--- src/rtl/uart_tx_arbiter.sv ---
// uart_tx_arbiter: shares one UART transmitter bus slave among NUM_REQ byte
// producers. Each granted byte polls the transmitter status word until its
// buffer-empty bit is set, then issues a single byte write. Every bus access is
// followed by at least one idle cycle, and the FSM waits there until the
// slave's registered ready has dropped.
// Optional macro UART_ARB_LINE_LOCK_EN: keep re-granting the same requester
// until it writes 8'h0A, so that lines are not interleaved.
module uart_tx_arbiter #(
  parameter int          NUM_REQ = 4,
  parameter logic [31:0] TX_ADDR = 32'h0000_0000,
  parameter int          TIMEOUT = 255
) (
  input  logic                 clk,
  input  logic                 reset,
  input  logic [NUM_REQ-1:0]   req_valid,
  input  logic [8*NUM_REQ-1:0] req_data,
  output logic [NUM_REQ-1:0]   req_ready,
  output logic [2:0]           grant_id,
  output logic                 busy,
  output logic                 err_timeout,
  output logic                 tx_enable,
  output logic                 tx_valid,
  input  logic                 tx_ready,
  output logic [3:0]           tx_wstrb,
  output logic [31:0]          tx_wdata,
  output logic [31:0]          tx_addr,
  input  logic [31:0]          tx_rdata
);

  typedef enum logic [1:0] {IDLE, POLL, WRITE, GAP} state_t;
  // Where the FSM goes once the gap after an access is over.
  typedef enum logic [1:0] {AFTER_POLL, AFTER_WRITE, AFTER_IDLE} after_t;

  // The access is abandoned in the cycle the timer would reach TIMEOUT,
  // so tx_valid is high for exactly TIMEOUT cycles without an ack.
  localparam logic [15:0] TIMER_LAST  = 16'(TIMEOUT - 1);
  localparam logic [2:0]  GRANT_RESET = 3'(NUM_REQ - 1);

  state_t      state_reg;
  state_t      state_next;
  after_t      after_reg;
  logic [2:0]  grant_reg;
  logic [7:0]  byte_reg;
  logic [15:0] timer_reg;
  logic        err_reg;
  logic        ack_reg;

  logic [7:0]  valid_pad;
  logic [63:0] data_pad;
  logic        arb_found;
  logic [2:0]  arb_idx;
  logic [2:0]  cand;
  logic        lock_hit;
  logic        grant_take;
  logic [2:0]  grant_sel;
  logic        timer_hit;
  logic        unused_rdata;

  // Pad requester vectors to the 8-requester maximum so 3-bit indices work for any NUM_REQ.
  assign valid_pad    = 8'(req_valid);
  assign data_pad     = 64'(req_data);
  assign unused_rdata = &{1'b0, tx_rdata[31:1]};

  // Round-robin search: first valid requester after the last grant, wrapping around.
  always_comb begin
    arb_found = 1'b0;
    arb_idx   = grant_reg;
    cand      = grant_reg;
    for (int k = NUM_REQ; k >= 1; k--) begin
      cand = 3'((int'(grant_reg) + k) % NUM_REQ);
      if (valid_pad[cand]) begin
        arb_found = 1'b1;
        arb_idx   = cand;
      end
    end
  end

`ifdef UART_ARB_LINE_LOCK_EN
  logic lock_reg;

  assign lock_hit = lock_reg && valid_pad[grant_reg];

  // Line lock: set after a non-newline byte is acked; dropped on newline, idle requester or timeout.
  always_ff @(posedge clk) begin
    if (reset) begin
      lock_reg <= 1'b0;
    end else begin
      case (state_reg)
        IDLE: begin
          if (!lock_hit) lock_reg <= 1'b0;
        end
        POLL, WRITE: begin
          if (tx_ready) begin
            if (state_reg == WRITE) lock_reg <= (byte_reg != 8'h0A);
          end else if (timer_hit) begin
            lock_reg <= 1'b0;
          end
        end
        default: ;
      endcase
    end
  end
`else
  assign lock_hit = 1'b0;
`endif

  assign grant_take = lock_hit || arb_found;
  assign grant_sel  = lock_hit ? grant_reg : arb_idx;
  assign timer_hit  = !tx_ready && (timer_reg == TIMER_LAST);

  // State register.
  always_ff @(posedge clk) begin
    if (reset) state_reg <= IDLE;
    else       state_reg <= state_next;
  end

  // Next-state logic; GAP is left only once the slave's registered ready has dropped.
  always_comb begin
    state_next = state_reg;
    case (state_reg)
      IDLE: begin
        if (grant_take) state_next = POLL;
      end
      POLL, WRITE: begin
        if (tx_ready || timer_hit) state_next = GAP;
      end
      GAP: begin
        if (!tx_ready) begin
          case (after_reg)
            AFTER_POLL:  state_next = POLL;
            AFTER_WRITE: state_next = WRITE;
            default:     state_next = IDLE;
          endcase
        end
      end
      default: state_next = IDLE;
    endcase
  end

  // Datapath: grant/byte latch, status sampling, access timer, ack pulse and sticky timeout flag.
  always_ff @(posedge clk) begin
    if (reset) begin
      grant_reg <= GRANT_RESET;
      byte_reg  <= 8'h00;
      timer_reg <= 16'h0000;
      after_reg <= AFTER_IDLE;
      err_reg   <= 1'b0;
      ack_reg   <= 1'b0;
    end else begin
      ack_reg <= 1'b0;
      case (state_reg)
        IDLE: begin
          timer_reg <= 16'h0000;
          if (grant_take) begin
            grant_reg <= grant_sel;
            byte_reg  <= data_pad[{grant_sel, 3'b000} +: 8];
          end
        end
        POLL, WRITE: begin
          if (tx_ready) begin
            if (state_reg == WRITE) begin
              after_reg <= AFTER_IDLE;
              ack_reg   <= 1'b1;
            end else begin
              after_reg <= tx_rdata[0] ? AFTER_WRITE : AFTER_POLL;
            end
          end else if (timer_hit) begin
            after_reg <= AFTER_IDLE;
            err_reg   <= 1'b1;
          end else begin
            timer_reg <= timer_reg + 16'd1;
          end
        end
        GAP: begin
          timer_reg <= 16'h0000;
        end
        default: ;
      endcase
    end
  end

  // Bus outputs decoded from the current state.
  always_comb begin
    tx_valid = 1'b0;
    tx_wstrb = 4'b0000;
    tx_wdata = 32'h0000_0000;
    case (state_reg)
      POLL: begin
        tx_valid = 1'b1;
      end
      WRITE: begin
        tx_valid = 1'b1;
        tx_wstrb = 4'b0001;
        tx_wdata = {24'h00_0000, byte_reg};
      end
      default: ;
    endcase
    tx_enable = tx_valid;
    busy      = (state_reg != IDLE);
  end

  assign tx_addr     = TX_ADDR;
  assign grant_id    = grant_reg;
  assign err_timeout = err_reg;

  // One-hot ack towards the granted requester only.
  for (genvar gi = 0; gi < NUM_REQ; gi++) begin : g_ready
    assign req_ready[gi] = ack_reg && (grant_reg == 3'(gi));
  end

endmodule

--- config.mk ---
export PLATFORM = sky130hd
export DESIGN_NAME = uart_tx_arbiter
export DESIGN_NICKNAME = d
export VERILOG_FILES = /design/src/rtl/uart_tx_arbiter.sv
export SDC_FILE = /design/constraint.sdc
export NUM_CORES = 1
export LEC_CHECK = 0
export BUFFER_PORTS_ARGS = -buffer_cell sky130_fd_sc_hd__buf_2
export CORE_MARGIN = 1
export CORE_UTILIZATION = 44
export CTS_CLUSTER_SIZE = 16
export DETAILED_ROUTE_END_ITERATION = 10
export GPL_ROUTABILITY_DRIVEN = 0
export PLACE_DENSITY = 0.89
export SETUP_SLACK_MARGIN = 0.5
export SLEW_MARGIN = 15
export SYNTH_ARGS = -nofsm -noshare
export SYNTH_HDL_FRONTEND = slang
export SYNTH_SLANG_ARGS = --single-unit
--- constraint.sdc ---
create_clock -name clk -period 3 [get_ports clk]
set_clock_uncertainty 0.15 [all_clocks]
set_input_delay 0.3 -clock clk [delete_from_list [all_inputs] [get_ports clk]]
set_output_delay 0.3 -clock clk [all_outputs]
set_load 0.01 [all_outputs]
**Yosys cells after proc, flatten, opt, wreduce, memory -nomap -nowiden**

Index checks and enable logic that the tools add are counted.
W data, S select, Z words.

- Flip-flop bits (word level): 33
- Input bits: 71
- Logic and storage cells: 92

- Add/sub/neg operators: 5
- $lt $le $gt $ge: 4
- Equal/unequal tests: 13
- Shift-type cells: 1
- Multiplexer cells: 32
- Bitwise logic cells: 6
- Reduce and logical (&&, ||, !) cells: 24

Operators by type and width:

| cell | count |
|---|---|
| $shiftx A64 B7 Y8 | 1 |
| $mux W16 | 2 |
| $pmux W16 S2 | 1 |
| $add A16 B1 Y16 const B | 1 |
| $eq A16 B8 Y1 const B | 1 |
| $lt A3 B4 Y1 const B | 4 |
| $bmux W1 S3 | 4 |
| $mux W1 | 12 |
| $mux W2 | 6 |
| $mux W3 | 4 |
| $reduce_or A2 Y1 | 6 |
| $mux W8 | 1 |
| $ne A2 B2 Y1 const B | 4 |
| $eq A3 B2 Y1 const B | 2 |
| $pmux W2 S3 | 1 |
| $reduce_and A2 Y1 | 3 |
| $reduce_and A3 Y1 | 2 |
| $logic_and A1 B1 Y1 | 5 |
| $add A2 B1 Y2 const B | 2 |
| $add A2 B2 Y2 const B | 2 |
| $and A1 B1 Y1 const A | 4 |
| $eq A2 B1 Y1 const B | 2 |
| $eq A2 B2 Y1 const B | 2 |
| $logic_not A2 Y1 | 2 |
| other kinds (9) | 11 |

**Depth between registers and ports, before layout**

- Word-level depth: 11
- Gate-level depth with buffers: 10
- Depth with buffers taken out: 7

**Worst setup path after synthesis**

No wires, ideal clock.

- Path kind: flip-flop to flip-flop
- Start point: register grant_reg[1], in the netlist grant_id[1]
- End point: register byte_reg[0]
- Setup time: 143 ps
- Arrival time: 2198 ps
- Data required time: 2707 ps
- Setup slack: 509 ps
- Cell stages (with the launch flop): 10
- Buffers on the path: 2
- Cells stage by stage: dfxtp_1 inv_1 ha_1 buf_4 inv_1 a21boi_0 o211ai_4 buf_6 mux2i_1 o221ai_1

- Longest elaborated chain between the ends: 10
- Elaborated cells on any way between the ends: 30

RTL lines:

| item | line | text |
|---|---|---|
| start: declaration | 42 | `logic [2:0] grant_reg;` |
| start signal: assignment | 155 | `grant_reg <= grant_sel;` |
| $add A2 B1 Y2 | 70 | `cand = 3'((int'(grant_reg) + k) % NUM_REQ);` |
| $reduce_or A2 Y1 (no source line) | - |  |
| $and A1 B1 Y1 (no source line) | - |  |
| $bmux W1 S3 | 71 | `if (valid_pad[cand]) begin` |
| $mux W1 (not written as such) | 71 |  |
| $mux W3 or $mux W1 (tied branches) (4 in series) | 71 |  |
| $shiftx A64 B7 Y8 or $reduce_and A2 Y1 (tied branches) | - |  |
| end signal: assignment | 156 | `byte_reg <= data_pad[{grant_sel, 3'b000} +: 8];` |
| end: declaration | 43 | `logic [7:0] byte_reg;` |

Several ways; a longest one is shown, not always the timed one. The select of a mux whose other input is x is not followed.
A chain may end at the register's enable or synchronous reset.

**Worst setup path after layout**

- Start point: register grant_reg[0], in the netlist grant_id[0]
- End point: register byte_reg[6]

The elaborated chain is that of the path after synthesis.

==> flow_metrics.py <==
metrics = {
    "status": {
        "status": "finished clean",
    },
    "setup_path": {
        "cp-start-kind": "register",
        "endpoint_kind": "register",
        "worstSetupPathType": "reg2reg",
        "critPathTopFamily": "simple AND/OR/NAND/NOR gates",
        "r2r-end": "byte_reg[6]$_SDFFE_PP0P_",
        "path_buf_inv": 2,
        "reg2reg_from": "grant_id[0]$_SDFFE_PP1P_",
        "critical_path_arrival_ns": 2.43,
        "worstPathMaxFanout": 8,
        "max_stage_delay_ns": 0.56,
        "crit_chain": "inv_6, ha_2, inv_1, nor4_4, a221oi_2, or4_4, o221ai_1",
        "cp.required_ns": 3.07,
        "regToRegSetupSlack_ns": 0.64,
        "r2r_cells": 7,
        "crit_slowest_cell": "or4_4",
    },
    "clocking": {
        "root_buffer": "clkbuf_8",
        "numCtsBuffers": 5,
        "clk_latency_ns": 0.30,
        "tritoncts": "built",
        "path_clk_slew_ns": 0.07,
        "ctsHoldBuffers": 0,
        "cts.sinks": 33,
        "clockBufferDepth": 2,
        "htree_levels": 2,
    },
    "floorplan": {
        "fp-row-count": 27,
        "dieWidth_microns": 78.1,
        "die_area_sq_um": 6090,
        "fp.dieH_microns": 78.1,
        "io_pins": 150,
        "core_area_sq_um": 5540,
        "start_util": 0.459,
    },
    "sta": {
        "slew_violations": 0,
        "setup_slack_ns": 0.644,
        "fmax_ghz": 0.425,
        "slew_headroom": 0.627,
        "tns_ns": 0,
        "fin_crit_sh": 0.785,
        "finalCriticalPeriod_ns": 2.36,
        "tightest_slew_ns": 0.559,
        "setup_viol": 0,
        "grt_setup_unrepaired": "false",
        "hold_viol": 0,
    },
    "synthesis": {
        "yosys.area.top_type": "dfxtp_1",
        "ys_seq_area_frac": 0.260,
        "synth_edf_count": 0,
        "syn-cell-area_sq_um": 2540,
        "async_flop_share": 0,
        "synth_flop_cell": "dfxtp_1",
        "ys_seq_elements": 33,
        "synth_top_area_frac": 0.260,
        "synthDistinctLibCells": 50,
        "postSynthAreaPerCell_sq_um": 8.66,
        "synth_cells": 294,
        "synth.area.top_cells": "dfxtp_1, buf_4, mux2i_1",
        "ys_warn_count": 0,
    },
    "pwr": {
        "power_density_nw_per_um2": 738,
        "p_total_mw": 2.05,
        "cellLeakagePower_nw": 1.30,
        "ir_worst_vdd_mv": 0.403,
    },
    "drt": {
        "drtIter0Drc": 68,
        "antenna_left": 0,
        "firstDrtPassIters": 4,
        "routed-via-count": 2034,
        "drc": 0,
        "via_per_inst": 4.82,
        "wirelength_mm": 4.91,
        "wl_per_cell_microns": 11.6,
    },
    "hold_path": {
        "whs_path_depth": 3,
        "hp-start": "tx_rdata[0]",
        "hp-class": "in2reg",
        "min_to": "after_reg[0]$_SDFFE_PP0P_",
    },
    "place": {
        "place_hpwl_mm": 3.74,
        "dp_slack_ns": 0.473,
        "port_buffers": 59,
    },
    "run": {
        "max_cap_viol_count": 0,
    },
    "global_routing": {
        "grt_pass1_wl_mm": 7.65,
        "grt_use_total": 0.158,
        "grt_max_degree": 19,
        "grt_pass1_vias": 1755,
        "antenna_found_initial": 0,
        "gr-total-overflow": 0,
    },
    "cells_and_area": {
        "nNetsFinal": 430,
        "multi_input_area_sq_um": 1520,
        "fill_cells": 535,
        "layout.area.seq_sq_um": 661,
        "drive_above_1_share": 0.249,
        "diodes": 0,
        "final_cell_mix": "conb_1, buf_2, dfxtp_1",
        "largest_register_ffs": 16,
        "syn_to_final_growth_pct": 9.44,
    },
}
## what timing repair did
action,in CTS,in global routing
gates resized for setup,0,2
endpoints found under the hold margin,0,0
gates cloned,0,0
setup buffers,1,0
setup endpoints to repair,8,8
pin swaps,1,0
## metal layers
layer,vias to the layer above,global-route usage,routed length (microns),share of wire
met5,-,0,0,0
met4,0,0.0704,99,0.020
met3,10,0.0477,226,0.046
met2,59,0.274,2570,0.52
met1,968,0.179,2020,0.41
li1,997,-,-,-
## cell usage after synthesis, types with 2 or more instances
cell,n
mux2i_1,21
and2_1,14
and3_1,3
o221ai_1,8
nor3b_1,2
buf_6,5
xnor2_1,12
nor3_1,4
inv_1,10
buf_4,61
nand3_1,8
mux2_2,2
nor4b_1,3
nor4_2,3
nor2_1,25
a211oi_1,2
ha_1,10
a31oi_1,3
nand4_1,4
nor4_1,5
clkbuf_1,5
o21ai_0,3
nand2_1,18
xor2_1,3
a21oi_1,3
dfxtp_1,33
## worst reg2reg max path, stage by stage (launching register included)
cell and delay (ns):
dfxtp_1 0.40, inv_6 0.07, ha_2 0.40, inv_1 0.13, nor4_4 0.26, a221oi_2 0.09
or4_4 0.56, o221ai_1 0.22
## worst max path at each step
stage	startpoint	end	slack, ns	depth (start not counted)
floorplan	grant_id[1]$_SDFFE_PP1P_	byte_reg[0]$_SDFFE_PP0P_	0.51	9
global placement	grant_id[0]$_SDFFE_PP1P_	byte_reg[3]$_SDFFE_PP0P_	0.53	7
detailed placement	grant_id[0]$_SDFFE_PP1P_	byte_reg[2]$_SDFFE_PP0P_	0.47	7
CTS	grant_id[0]$_SDFFE_PP1P_	byte_reg[1]$_SDFFE_PP0P_	0.58	7
global route	grant_id[0]$_SDFFE_PP1P_	byte_reg[1]$_SDFFE_PP0P_	0.53	7
finish	grant_id[0]$_SDFFE_PP1P_	byte_reg[6]$_SDFFE_PP0P_	0.64	7
## per-stage QoR
stage / util / hold WS [ns] / cells / area, sq um
floorplan: - / 0.274 / 352 / 2760
global placement: 0.474 / 0.286 / 413 / 2630
detailed placement: 0.474 / 0.299 / 413 / 2630
CTS: 0.502 / 0.127 / 422 / 2780
global route: 0.503 / 0.149 / 422 / 2790
finish: 0.503 / 0.128 / 422 / 2790
## kinds of logic after synthesis
family,after synthesis,synth area share
AOI/OAI and AO/OA,30,0.0964
xor gates and xnor gates,15,0.0516
adders and majority gates,10,0.0492
buffers and inverters,84,0.231
DFF,33,0.260
muxes,23,0.0914
other,1,0.00147
and+or+nand+nor,98,0.219
## power breakdown
group	switching (mW)	internal, mW
Combinational	0.561	0.438
Clock	0.171	0.330
Sequential	0.0436	0.510
Total	0.776	1.28
## area by class of cell
| type | count | area share |
|---|---|---|
| clock inverter | 3 | 0.0234 |
| tap | 72 | 0.0323 |
| sequential | 33 | 0.237 |
| multi-input combinational | 235 | 0.544 |
| inverter | 11 | 0.0166 |
| clock buffer | 5 | 0.0247 |
| timing repair buffer | 63 | 0.121 |
(Power assumes the default switching activity.)
